**config.mk**
```make
export PLATFORM = sky130hd
export DESIGN_NAME = sar_search
export DESIGN_NICKNAME = d
export VERILOG_FILES = /design/src/rtl/sar_pkg.sv /design/src/rtl/sar_flag_decode.sv /design/src/rtl/sar_search.sv
export SDC_FILE = /design/constraint.sdc
export NUM_CORES = 1
export LEC_CHECK = 0
export ABC_AREA = 0
export BUFFER_PORTS_ARGS = -buffer_cell sky130_fd_sc_hd__buf_2
export CAP_MARGIN = 15
export CORE_ASPECT_RATIO = 1.2
export CORE_MARGIN = 2
export CORE_UTILIZATION = 50
export CTS_CLUSTER_DIAMETER = 100
export DETAILED_ROUTE_END_ITERATION = 7
export PLACE_DENSITY = 0.68
export SKIP_LAST_GASP = 1
export SLEW_MARGIN = 20
export SYNTH_ARGS = -nofsm -noshare
export SYNTH_HDL_FRONTEND = slang
export SYNTH_SLANG_ARGS = --single-unit
```
**constraint.sdc**
```tcl
create_clock -name clk -period 7.2 [get_ports clk]
set_input_delay 1.44 -clock clk [delete_from_list [all_inputs] [get_ports clk]]
set_output_delay 1.44 -clock clk [all_outputs]
set_load 0.01 [all_outputs]
```
**src/rtl/sar_pkg.sv**
```systemverilog
// Shared types for the successive-approximation search controller.
package sar_pkg;

    // Controller state.
    typedef enum logic [1:0] {
        IDLE,
        PROBE,
        DONE
    } state_e;

    // Decoded comparator response; BAD covers no flag or several flags.
    typedef enum logic [1:0] {
        LT,
        ET,
        GT,
        BAD
    } flag_e;

endpackage

```
**src/rtl/sar_flag_decode.sv**
```systemverilog
// Maps the comparator lt/et/gt flags onto flag_e; anything not one-hot is BAD.
module sar_flag_decode
    import sar_pkg::*;
(
    input  logic  i_lt,
    input  logic  i_et,
    input  logic  i_gt,
    output flag_e o_flag
);

    // One-hot check and decode in a single lookup.
    always_comb begin
        case ({i_lt, i_et, i_gt})
            3'b100:  o_flag = LT;
            3'b010:  o_flag = ET;
            3'b001:  o_flag = GT;
            default: o_flag = BAD;
        endcase
    end

endmodule

```
**src/rtl/sar_search.sv**
```systemverilog
// Successive-approximation search controller: drives probe values to an
// external magnitude comparator and binary-searches the unsigned range.
module sar_search
    import sar_pkg::*;
#(
    parameter int W       = 32,
    parameter int CMP_LAT = 0
) (
    input  logic                     clk,
    input  logic                     rst,
    input  logic                     start,
    input  logic                     abort,
    input  logic                     lt,
    input  logic                     et,
    input  logic                     gt,
    output logic [W-1:0]             probe,
    output logic                     probe_vld,
    output logic                     busy,
    output logic                     done,
    output logic                     found,
    output logic                     err,
    output logic [W-1:0]             result,
    output logic [$clog2(W+2)-1:0]   iters
);

    localparam int IW = $clog2(W + 2);
    localparam int CW = (CMP_LAT > 0) ? $clog2(CMP_LAT + 1) : 1;

    state_e          r_state;
    logic [W-1:0]    r_lo;
    logic [W-1:0]    r_hi;
    logic [W-1:0]    r_probe;
    logic [CW-1:0]   r_wait;
    logic [IW-1:0]   r_iters;
    logic            r_found;
    logic            r_err;
    logic [W-1:0]    r_result;
    logic            r_done;
    logic            r_busy;
    logic            r_vld;

    flag_e           w_flag;
    logic [W-1:0]    w_lo_n;
    logic [W-1:0]    w_hi_n;
    logic [W-1:0]    w_mid_n;
    logic [IW-1:0]   w_iters_inc;
    logic            w_sample;
    logic            w_cap;
    logic            w_hit;
    logic            w_bad;
    logic            w_end;

    sar_flag_decode u_dec (
        .i_lt   (lt),
        .i_et   (et),
        .i_gt   (gt),
        .o_flag (w_flag)
    );

    assign w_sample    = (r_wait == CW'(CMP_LAT));
    assign w_iters_inc = r_iters + IW'(1);
    assign w_cap       = (w_iters_inc == IW'(W + 1));

    // Narrowed range and next midpoint, plus the termination decision.
    always_comb begin
        w_lo_n = r_lo;
        w_hi_n = r_hi;
        case (w_flag)
            LT:      w_hi_n = r_probe - W'(1);
            GT:      w_lo_n = r_probe + W'(1);
            default: ;
        endcase
        w_mid_n = w_lo_n + ((w_hi_n - w_lo_n) >> 1);
        w_hit   = (w_flag == ET);
        w_bad   = (w_flag == BAD);
        // The probe==lo / probe==hi guards stop the range from wrapping.
        w_end   = w_hit | w_bad
                | ((w_flag == LT) && (r_probe == r_lo))
                | ((w_flag == GT) && (r_probe == r_hi))
                | w_cap;
    end

    // Search FSM with registered outputs.
    always_ff @(posedge clk or posedge rst) begin
        if (rst) begin
            r_state  <= IDLE;
            r_lo     <= '0;
            r_hi     <= '1;
            r_probe  <= '0;
            r_wait   <= '0;
            r_iters  <= '0;
            r_found  <= 1'b0;
            r_err    <= 1'b0;
            r_result <= '0;
            r_done   <= 1'b0;
            r_busy   <= 1'b0;
            r_vld    <= 1'b0;
        end else begin
            r_done <= 1'b0;
            case (r_state)
                IDLE: begin
                    if (start) begin
                        r_state  <= PROBE;
                        r_lo     <= '0;
                        r_hi     <= '1;
                        r_probe  <= {1'b0, {(W-1){1'b1}}};
                        r_wait   <= '0;
                        r_iters  <= '0;
                        r_found  <= 1'b0;
                        r_err    <= 1'b0;
                        r_result <= '0;
                        r_busy   <= 1'b1;
                        r_vld    <= 1'b1;
                    end
                end
                PROBE: begin
                    if (abort) begin
                        r_state <= IDLE;
                        r_busy  <= 1'b0;
                        r_vld   <= 1'b0;
                    end else if (!w_sample) begin
                        r_wait <= r_wait + CW'(1);
                    end else begin
                        r_wait  <= '0;
                        r_iters <= w_iters_inc;
                        if (w_end) begin
                            r_state <= DONE;
                            r_done  <= 1'b1;
                            r_busy  <= 1'b0;
                            r_vld   <= 1'b0;
                            r_found <= w_hit;
                            r_err   <= w_bad;
                            if (w_hit) begin
                                r_result <= r_probe;
                            end
                        end else begin
                            r_lo    <= w_lo_n;
                            r_hi    <= w_hi_n;
                            r_probe <= w_mid_n;
                        end
                    end
                end
                DONE: begin
                    r_state <= IDLE;
                end
                default: begin
                    r_state <= IDLE;
                end
            endcase
        end
    end

    assign probe     = r_probe;
    assign probe_vld = r_vld;
    assign busy      = r_busy;
    assign done      = r_done;
    assign found     = r_found;
    assign err       = r_err;
    assign result    = r_result;
    assign iters     = r_iters;

endmodule

```
==> flow_summary.json <==
{
  "synth_most_common_cell": "nand2_1",
  "synthArstFlopShare_pct": 100,
  "drc": 0,
  "maxCapViolations": 0,
  "initial_core_util_pct": 50.6,
  "slew_headroom_pct": 26.8,
  "hp-start": "err",
  "arrival_ns": 6.84,
  "instances_no_fill": 1709,
  "hold_path_class": "flip-flop to flip-flop",
  "ant_nets": 0,
  "r2r-start": "probe[2]",
  "syn_to_final_growth_pct": 10.3,
  "cts_tree": "yes",
  "synth_commonest_cells": "147 x nand2_1, 125 x xnor2_1, 108 x dfrtp_1",
  "fmax_ghz": 0.153,
  "setup_viol": 0,
  "synth_top_area_share_pct": 24.0,
  "vias": 10300,
  "internal-power_mw": 1.91,
  "synth_top_family_by_area": "simple AND/OR/NAND/NOR gates",
  "drv_slew": 0,
  "crit_type": "input pin to flip-flop",
  "hpwlAfterDp_um": 23900,
  "ios": 82,
  "r2r-end": "probe[31]",
  "synth.cell_area_um2": 11300,
  "track_usage_pct": 28.5,
  "ys_ff_latch": 140,
  "dp.cells": 1677,
  "r2r_slack_ns": 0.75,
  "holdPathEnd": "err",
  "sw_frac_of_total_pct": 42.4,
  "yosys_most_used_dff": "dfrtp_1",
  "antenna_found_initial": 0,
  "cp-start-kind": "input pin",
  "hold_buffers": 0,
  "drt_pass1_iterations": 5,
  "drive_gt1_share_pct": 14.2,
  "hold_viol": 0,
  "syn_inst": 1384,
  "yosysSeqAreaShare_pct": 31.4,
  "path_clk_slew_ns": 0.07,
  "clk_latency_ns": 0.45,
  "grt_max_degree": 90,
  "synth_area_leaders": "dfrtp_1 24%, xnor2_1 9.7%, dfstp_2 7.5%",
  "cts_inserted_buffers": 17,
  "layout_min_cycle_time_ns": 6.56,
  "crit_path_end_kind": "flip-flop",
  "routed_wl_um": 33500,
  "post_cts_buffers": 0,
  "finClkSkew_ns": 0.0132,
  "rsz0062_at_grt": "false",
  "overflow": 0,
  "ir_drop_mv": 0.175,
  "portBuffers": 81,
  "wl_per_cell_um": 19.6,
  "power_frac_seq_pct": 29.8,
  "yosysTopAreaCell": "dfrtp_1",
  "p_leak_nw": 5.31,
  "fin_crit_sh_pct": 91.1,
  "htreeDepth": 4,
  "power.total_mw": 3.32,
  "synth_edf_count": 0,
  "pwr_density_cell_nw_per_um2": 267,
  "yosysWarnings": 0,
  "die_h_um": 168,
  "die_w_um": 141,
  "grt_pass1_vias": 9610,
  "nets": 1492,
  "routabilityCongestion": 0.922,
  "status": "finished clean",
  "postCtsResizedCells": 0,
  "fill_cells": 2076,
  "drt_iter0_markers": 994,
  "viasPerCell": 6.04,
  "coreArea_um2": 22300,
  "synth.area.mux_share_pct": 0.566,
  "antenna_cells": 0,
  "syn_nets": 1459,
  "yosys.area_share.simple_pct": 20.4,
  "crit_fanout": 23,
  "setup.worst_path.start": "lt",
  "combinationalPowerShare_pct": 43.6,
  "whs_ns": 0.487,
  "clkPwrFrac_pct": 26.6,
  "avgSynthCellArea_um2": 8.15,
  "r2r_cells": 25,
  "cts.sinks": 140,
  "fin_setup_tns_ns": 0,
  "synthAdderAreaFrac_pct": 7.68,
  "rows": 60,
  "p_switching_mw": 1.41,
  "worst_slew_pin_slew_ns": 1.10,
  "cts_buffer_depth": 2,
  "ys_types": 77,
  "root_buffer": "clkbuf_16",
  "critPathRequiredTime_ns": 7.48,
  "synth-compound-area-share_pct": 20.3,
  "fp.dieArea_um2": 23800,
  "synthXorXnorAreaFrac_pct": 14.0,
  "hold_path_depth": 2,
  "grt_pass1_wl_um": 53400
}
sequential cells by signal (all words and copies together), names as in the netlist:
signal	count
iters	6
result	32
done	1
err	1
r_hi	32
found	1
r_lo	32
probe_vld	1
r_state	2
probe	32
per-stage QoR:
| step | utilization, % | area, um2 | setup WS (ns) |
|---|---|---|---|
| floorplan | - | 11300 | 0.497 |
| global route | 55.8 | 12400 | 0.305 |
| detailed placement | 53.2 | 11900 | 0.332 |
| CTS | 55.8 | 12400 | 0.713 |
| finish | 55.8 | 12400 | 0.643 |
| global placement | 53.2 | 11900 | 0.445 |
worst max path at each step:
stage / end / slack (ns)
finish: probe[31] / 0.64
global route: probe[30] / 0.30
detailed placement: probe[31] / 0.33
global placement: probe[31] / 0.44
floorplan: probe[30] / 0.50
CTS: probe[31] / 0.71
per-layer routing:
metal  routed length [um]  global-route usage (%)  up-vias
met5                    0                       0        -
met4                  934                    10.3        0
met3                 2030                    3.14       61
met2                15800                    46.2      367
met1                14800                    39.6     4971
li1                     -                       -     4926
cells by family (layout without fill, tap and decap cells):
group / after synthesis / after routing
adders and majority gates: 68 / 68
muxes: 6 / 6
AOI/OAI and AO/OA: 374 / 374
and+or+nand+nor: 465 / 465
xor gates and xnor gates: 180 / 180
DFF: 140 / 140
buffers and inverters: 151 / 197
layout make-up:
type                            count  area, um2  area share [%]
Multi-Input combinational cell   1093       7130            57.3
Sequential cell                   140       3540            28.5
Timing Repair Buffer              108        621            4.99
Clock buffer                       17        425            3.42
Tap cell                          279        349            2.81
Inverter                           57        219            1.76
Clock inverter                     15        148            1.19
power by group through the flow:
stage,registers [mW],logic (mW),clock network [mW]
2_1_floorplan,0.935,1.10,0
3_3_place_gp,0.996,1.41,0
3_5_place_dp,0.999,1.43,0
4_1_cts,0.986,1.44,0.891
5_1_grt,0.998,1.59,0.926
6_report,0.989,1.45,0.883
worst max-delay path: stages:
cell and delay [ns]:
buf_2 0.20, or3b_2 0.69, o21ai_0 0.35, ha_1 0.33, nor2b_1 0.15, o21ai_1 0.16
a21oi_1 0.12, o41ai_1 0.37, buf_4 0.20, o31ai_1 0.06, buf_4 0.17, a21o_1 0.19
a31oi_1 0.19, xnor2_1 0.14, ha_1 0.26, a21o_1 0.19, a31o_2 0.22, a221oi_1 0.29
o211ai_1 0.22, a32oi_1 0.36, a21oi_1 0.13, a21oi_1 0.19, xnor2_1 0.13, o21ai_1 0.07
cells in the final DEF, fill, tap and decap left out, types with 13 or more instances in the layout:
master / n
clkbuf_16: 17
and3_1: 13
a21oi_1: 101
nand2_1: 147
o21ai_1: 27
nand3_1: 49
a31oi_1: 14
nor3_1: 61
dfstp_2: 32
xnor2_1: 125
o21ai_0: 102
a21o_1: 26
a22o_1: 33
ha_1: 66
nor2_1: 101
buf_4: 26
buf_2: 81
inv_1: 55
xor2_1: 54
dfrtp_1: 108
nand4_1: 24
Note: power is estimated with default switching activity, not from simulation.
